--- config.mk ---
export PLATFORM = sky130hd
export DESIGN_NAME = led_tone_driver
export DESIGN_NICKNAME = d
export VERILOG_FILES = /design/src/rtl/simon_pkg.sv /design/src/rtl/led_tone_driver_tone_gen.sv /design/src/rtl/led_tone_driver.sv
export SDC_FILE = /design/constraint.sdc
export NUM_CORES = 1
export LEC_CHECK = 0
export ABC_AREA = 1
export CAP_MARGIN = 20
export CORE_MARGIN = 1
export CORE_UTILIZATION = 50
export DETAILED_ROUTE_END_ITERATION = 16
export PLACE_DENSITY = 0.7
export SETUP_SLACK_MARGIN = 0.15
export SLEW_MARGIN = 20
export SYNTH_ARGS = -nofsm -noshare
export SYNTH_HDL_FRONTEND = slang
export SYNTH_SLANG_ARGS = --single-unit
--- constraint.sdc ---
create_clock -name clk -period 1.5 [get_ports clk]
set_input_delay 0.375 -clock clk [delete_from_list [all_inputs] [get_ports clk]]
set_output_delay 0.375 -clock clk [all_outputs]
set_load 0.02 [all_outputs]
--- src/rtl/simon_pkg.sv ---
// simon_pkg: colour/state types and tone half-periods shared by the Simon game blocks.
package simon_pkg;
  typedef enum logic [1:0] {RED, GREEN, BLUE, YELLOW} colour_t;
  typedef enum logic [1:0] {IDLE, ON, GAP} state_t;
  localparam int TONE_W = 20;
  // Half-periods in clk cycles at 50 MHz.
  localparam logic [TONE_W-1:0] TONE_HALF [4] = '{20'd95556, 20'd75758, 20'd63776, 20'd47801};
  localparam logic [TONE_W-1:0] TONE_HALF_FAIL = 20'd200000;
  function automatic logic [TONE_W-1:0] half_period(input logic all, input colour_t c, input int shift);
    logic [TONE_W-1:0] h;
    h = (all ? TONE_HALF_FAIL : TONE_HALF[c]) >> shift;
    return h == '0 ? TONE_W'(1) : h;
  endfunction
endpackage

--- src/rtl/led_tone_driver_tone_gen.sv ---
// tone_gen: square wave that toggles every `half` cycles while en is high; held low otherwise.
module tone_gen
  import simon_pkg::*;
(
  input  logic              clk,
  input  logic              rst,
  input  logic              en,
  input  logic [TONE_W-1:0] half,
  output logic              spk
);
  logic [TONE_W-1:0] cnt_q, cnt_d;
  logic spk_q, spk_d, wrap;
  always_comb begin
    wrap  = cnt_q == half - TONE_W'(1);
    cnt_d = (!en || wrap) ? '0 : cnt_q + TONE_W'(1);
    spk_d = !en ? 1'b0 : (wrap ? ~spk_q : spk_q);
  end
  always_ff @(posedge clk) begin
    if (rst) begin
      cnt_q <= '0;
      spk_q <= 1'b0;
    end else begin
      cnt_q <= cnt_d;
      spk_q <= spk_d;
    end
  end
  assign spk = spk_q;
endmodule

--- src/rtl/led_tone_driver.sv ---
// led_tone_driver: turns a 1-cycle colour command into a timed LED flash, dark gap and done pulse.
// Define SIMON_TONE_EN to add the speaker tone generator; otherwise spk is tied low.
module led_tone_driver
  import simon_pkg::*;
#(
  parameter int ON_CYCLES  = 25_000_000,
  parameter int GAP_CYCLES = 5_000_000,
  parameter int TONE_SHIFT = 0
) (
  input  logic       clk,
  input  logic       rst,
  input  logic       cmd_valid,
  input  logic [1:0] cmd_color,
  input  logic       cmd_all,
  output logic       cmd_ready,
  output logic [3:0] led,
  output logic       spk,
  output logic       busy,
  output logic       done_pulse
);
  localparam int MAXC     = ON_CYCLES > GAP_CYCLES ? ON_CYCLES : GAP_CYCLES;
  localparam int CW       = $clog2(MAXC + 1);
  localparam int GAP_LAST = GAP_CYCLES > 0 ? GAP_CYCLES - 1 : 0;
  state_t state_q, state_d;
  colour_t color_q, color_d;
  logic all_q, all_d, busy_q, busy_d, done_q, done_d;
  logic [CW-1:0] cnt_q, cnt_d;
  logic [3:0] led_q, led_d;
  always_comb begin
    state_d = state_q;
    color_d = color_q;
    all_d   = all_q;
    cnt_d   = cnt_q + CW'(1);
    case (state_q)
      IDLE: begin
        cnt_d = '0;
        if (cmd_valid) begin
          state_d = ON;
          color_d = colour_t'(cmd_color);
          all_d   = cmd_all;
        end
      end
      ON: if (cnt_q == CW'(ON_CYCLES - 1)) begin
        cnt_d   = '0;
        state_d = GAP_CYCLES == 0 ? IDLE : GAP;
      end
      GAP: if (cnt_q == CW'(GAP_LAST)) begin
        cnt_d   = '0;
        state_d = IDLE;
      end
      default: begin
        cnt_d   = '0;
        state_d = IDLE;
      end
    endcase
    led_d  = state_d == ON ? (all_d ? 4'b1111 : 4'b0001 << color_d) : 4'b0000;
    busy_d = state_d != IDLE;
    done_d = state_d == IDLE && state_q != IDLE;
  end
  always_ff @(posedge clk) begin
    if (rst) begin
      state_q <= IDLE;
      color_q <= RED;
      all_q   <= 1'b0;
      cnt_q   <= '0;
      led_q   <= '0;
      busy_q  <= 1'b0;
      done_q  <= 1'b0;
    end else begin
      state_q <= state_d;
      color_q <= color_d;
      all_q   <= all_d;
      cnt_q   <= cnt_d;
      led_q   <= led_d;
      busy_q  <= busy_d;
      done_q  <= done_d;
    end
  end
  assign cmd_ready  = state_q == IDLE;
  assign led        = led_q;
  assign busy       = busy_q;
  assign done_pulse = done_q;
`ifdef SIMON_TONE_EN
  // Gating on both current and next state restarts the phase on ON entry and drops spk on exit.
  logic tone_en;
  assign tone_en = state_q == ON && state_d == ON;
  tone_gen u_tone (
    .clk (clk),
    .rst (rst),
    .en  (tone_en),
    .half(half_period(all_q, color_q, TONE_SHIFT)),
    .spk (spk)
  );
`else
  assign spk = 1'b0;
`endif
endmodule

==> run metrics <==
layout cells sized above 1=0.406; multiplexer area fraction after synthesis=0; Slew Limit Fails=0; RR Startpoint=cnt_q[0]; combinational share of power=0.128; Crit Path Class=reg2reg; Netlist Area Pre-Place=1770 µm²; Non-Filler Cell Area, Final=2620 µm²; Root Driver=clkbuf_4; hold path start=cnt_q[0]; hold_buf cts=0; CTS tree=built; first-pass GRT wire length=6.58 mm; CP Launch Type=flip-flop; Post-Synth XOR/XNOR Area=0.0988; Switch Pwr=0.000533 W; DR vias=1699; Yosys Warn Count=0; antenna-violating nets left=0; Layout fillers=246; CP arrival=1.82 ns; WHS=0.540 ns; Final Hold Fails=0; drt first pass iters=4; Power Density=888 nW/µm²; post-synthesis net count=256; CP Launch Point=cnt_q[0]; failing checks=negative setup slack; final worst slack=-0.0824 ns; clock buffer depth=2; #FFs+latches synth=36; Max Clk Rate=632 MHz; Reg power frac=0.426; synthesized instance count=245; Seq/Total Area, Yosys=0.406; Mean Syn Cell Area=7.24 µm²; post-placement cell area=2310 µm²; Tot Pwr=0.00233 W; Synth-to-Final Area Change=48.0%; crit end category=flip-flop; RePlAce Congestion=0.810; status=complete, but fails checks; simple-gate share of the synthesized area=0.340; Die Wd=61.5 µm; Compound-Gate Fraction of Synth Area=0.0282; Hold Crit Class=reg2reg; Sw Ratio=0.229; clock share of power=0.446; initial antenna violation count=0; Final #Nets=318; final core occ=0.780; final worst-path cycle share=1.05; Routed WL=4.30 mm; total CTS buffers=5; Die Height=61.5 µm; Ports=14; initial cell density of the core=0.527; Worst EP required=1.74 ns; largest family of logic cells by synthesized area=simple AND/OR/NAND/NOR gates; GRT Residual Overflow=0; Max FO, Critical Path=14; max_cap viols=0; worst clock skew=0.0127 ns; Core Region=3360 µm²; Worst-Skew Late Latency=0.35 ns; # DRC=0; H-Tree Depth=2; die area=3790 µm²; Final min period=1.58 ns; row count=21; clk sink count=36; largest net degree at the start of global routing=15; wire length per cell=12.2 µm; RSZ-0062 raised after global routing=true; synth unique cells=22; vias in the first global route=1616; Setup Viol. Count Final=29; setup tns final=-1.71 ns; via/cell ratio=4.80; P_int=0.00180 W; DR iter-0 viols=74; Reg clk slew, reported paths=0.11 ns; static leakage=1.08 nW; ANT cells=0; VDD IR max=0.000915 V; GR Util All Layers=0.244; Port Buffers=12; adder-cell area share of the yosys netlist=0.0353; detailed placement HPWL=2.84 mm
metal layers:
layer,vias up,routed length [µm],track usage
li1,872,-,-
met1,780,1750,0.266
met2,36,2320,0.433
met3,11,151,0.0693
met4,0,78,0.114
met5,-,0,0
cell usage after synthesis:
cell     count  area share
nor3_4       1      0.0092
nor2_4       2       0.013
nand3_1     15       0.042
nor3_1       9       0.025
xor2_1      14       0.069
xnor2_1      6       0.030
or2_2        1      0.0035
nor2_2       2      0.0071
a21oi_1      6       0.017
o21ai_0      4       0.011
nor2_1      54        0.11
nor3b_1      2      0.0085
nand2_1     45       0.095
nand3_2      2       0.011
buf_6        2       0.013
inv_1       33       0.070
dfxtp_1     36        0.41
conb_1       1      0.0021
ha_1         5       0.035
buf_4        1      0.0042
nand4_1      3       0.011
inv_2        1      0.0021
path summary, 6_finish.rpt:
path,to,slack [ns],cells after the start
worst min register to register,cnt_q[0],0.54,2
worst max-delay path,cnt_q[15],-0.08,11
worst min-delay path,cnt_q[0],0.54,2
worst max register to register,cnt_q[15],-0.08,11
area by class of cell:
class / instances / area (µm²) / area share
well taps: 46 / 57.6 / 0.0219
clock inverters: 3 / 90.1 / 0.0343
repair buffers: 58 / 464 / 0.177
flip-flops and latches: 36 / 728 / 0.278
inverters: 34 / 128 / 0.0486
multi-input cells: 172 / 1120 / 0.426
clock buffers: 5 / 37.5 / 0.0143
stage by stage:
| stage | cells | setup slack, ns |
|---|---|---|
| after global routing | 354 | -0.198 |
| after global placement | 341 | -0.139 |
| after floorplan | 245 | 0.0206 |
| final | 354 | -0.0824 |
| after CTS | 351 | -0.0618 |
| after detailed placement | 341 | -0.204 |
registers in the layout (all words and copies together), names as in the netlist:
name / cells
cnt_q: 25
led: 4
color_q: 2
state_q: 2
all_q: 1
busy: 1
done_pulse: 1
repair_timing:
action | CTS | global route
setup buffers | 2 | 3
pin swaps | 14 | 6
gates cloned | 0 | 0
setup endpoints to repair | 43 | 41
gates resized for setup | 61 | 25
layout by cell type (no fill, tap or decap), types with 4 or more instances in the layout:
cell type,netlist,routed
buf_2,0,6
buf_4,1,42
clkbuf_4,0,5
clkdlybuf4s50_1,0,5
dfxtp_1,36,30
dfxtp_2,0,6
inv_1,33,29
inv_2,1,5
nand2_1,45,34
nand2_2,0,8
nand3_1,15,10
nand3_2,2,4
nor2_1,54,41
nor2_2,2,14
nor3_2,0,6
xnor2_1,6,6
xor2_1,14,14
power groups by stage:
stage          Clock, W  Sequential, W  Combinational, W
4_1_cts         0.00106       0.000993          0.000273
6_report        0.00104       0.000992          0.000297
5_1_grt         0.00109       0.000996          0.000318
2_1_floorplan         0        0.00103          0.000113
3_5_place_dp          0        0.00101          0.000232
3_3_place_gp          0        0.00101          0.000229
logic make-up after synthesis:
logic type	after synthesis
simple gates	136
compound gates	10
xor+xnor	20
buf+inv	37
flops	36
fa+ha+maj	5
other cells	1
worst max-delay path, stage by stage (launching register included):
cell and delay (ns):
dfxtp_2 0.38, ha_4 0.15, nand2_4 0.05, nor2_4 0.12
nand2_1 0.08, nor2_2 0.14, nand2_2 0.11, nand2_4 0.10
nand2_2 0.07, nand3_4 0.10, buf_12 0.15, nor2_1 0.04
Power figures use the tool's default switching activity.
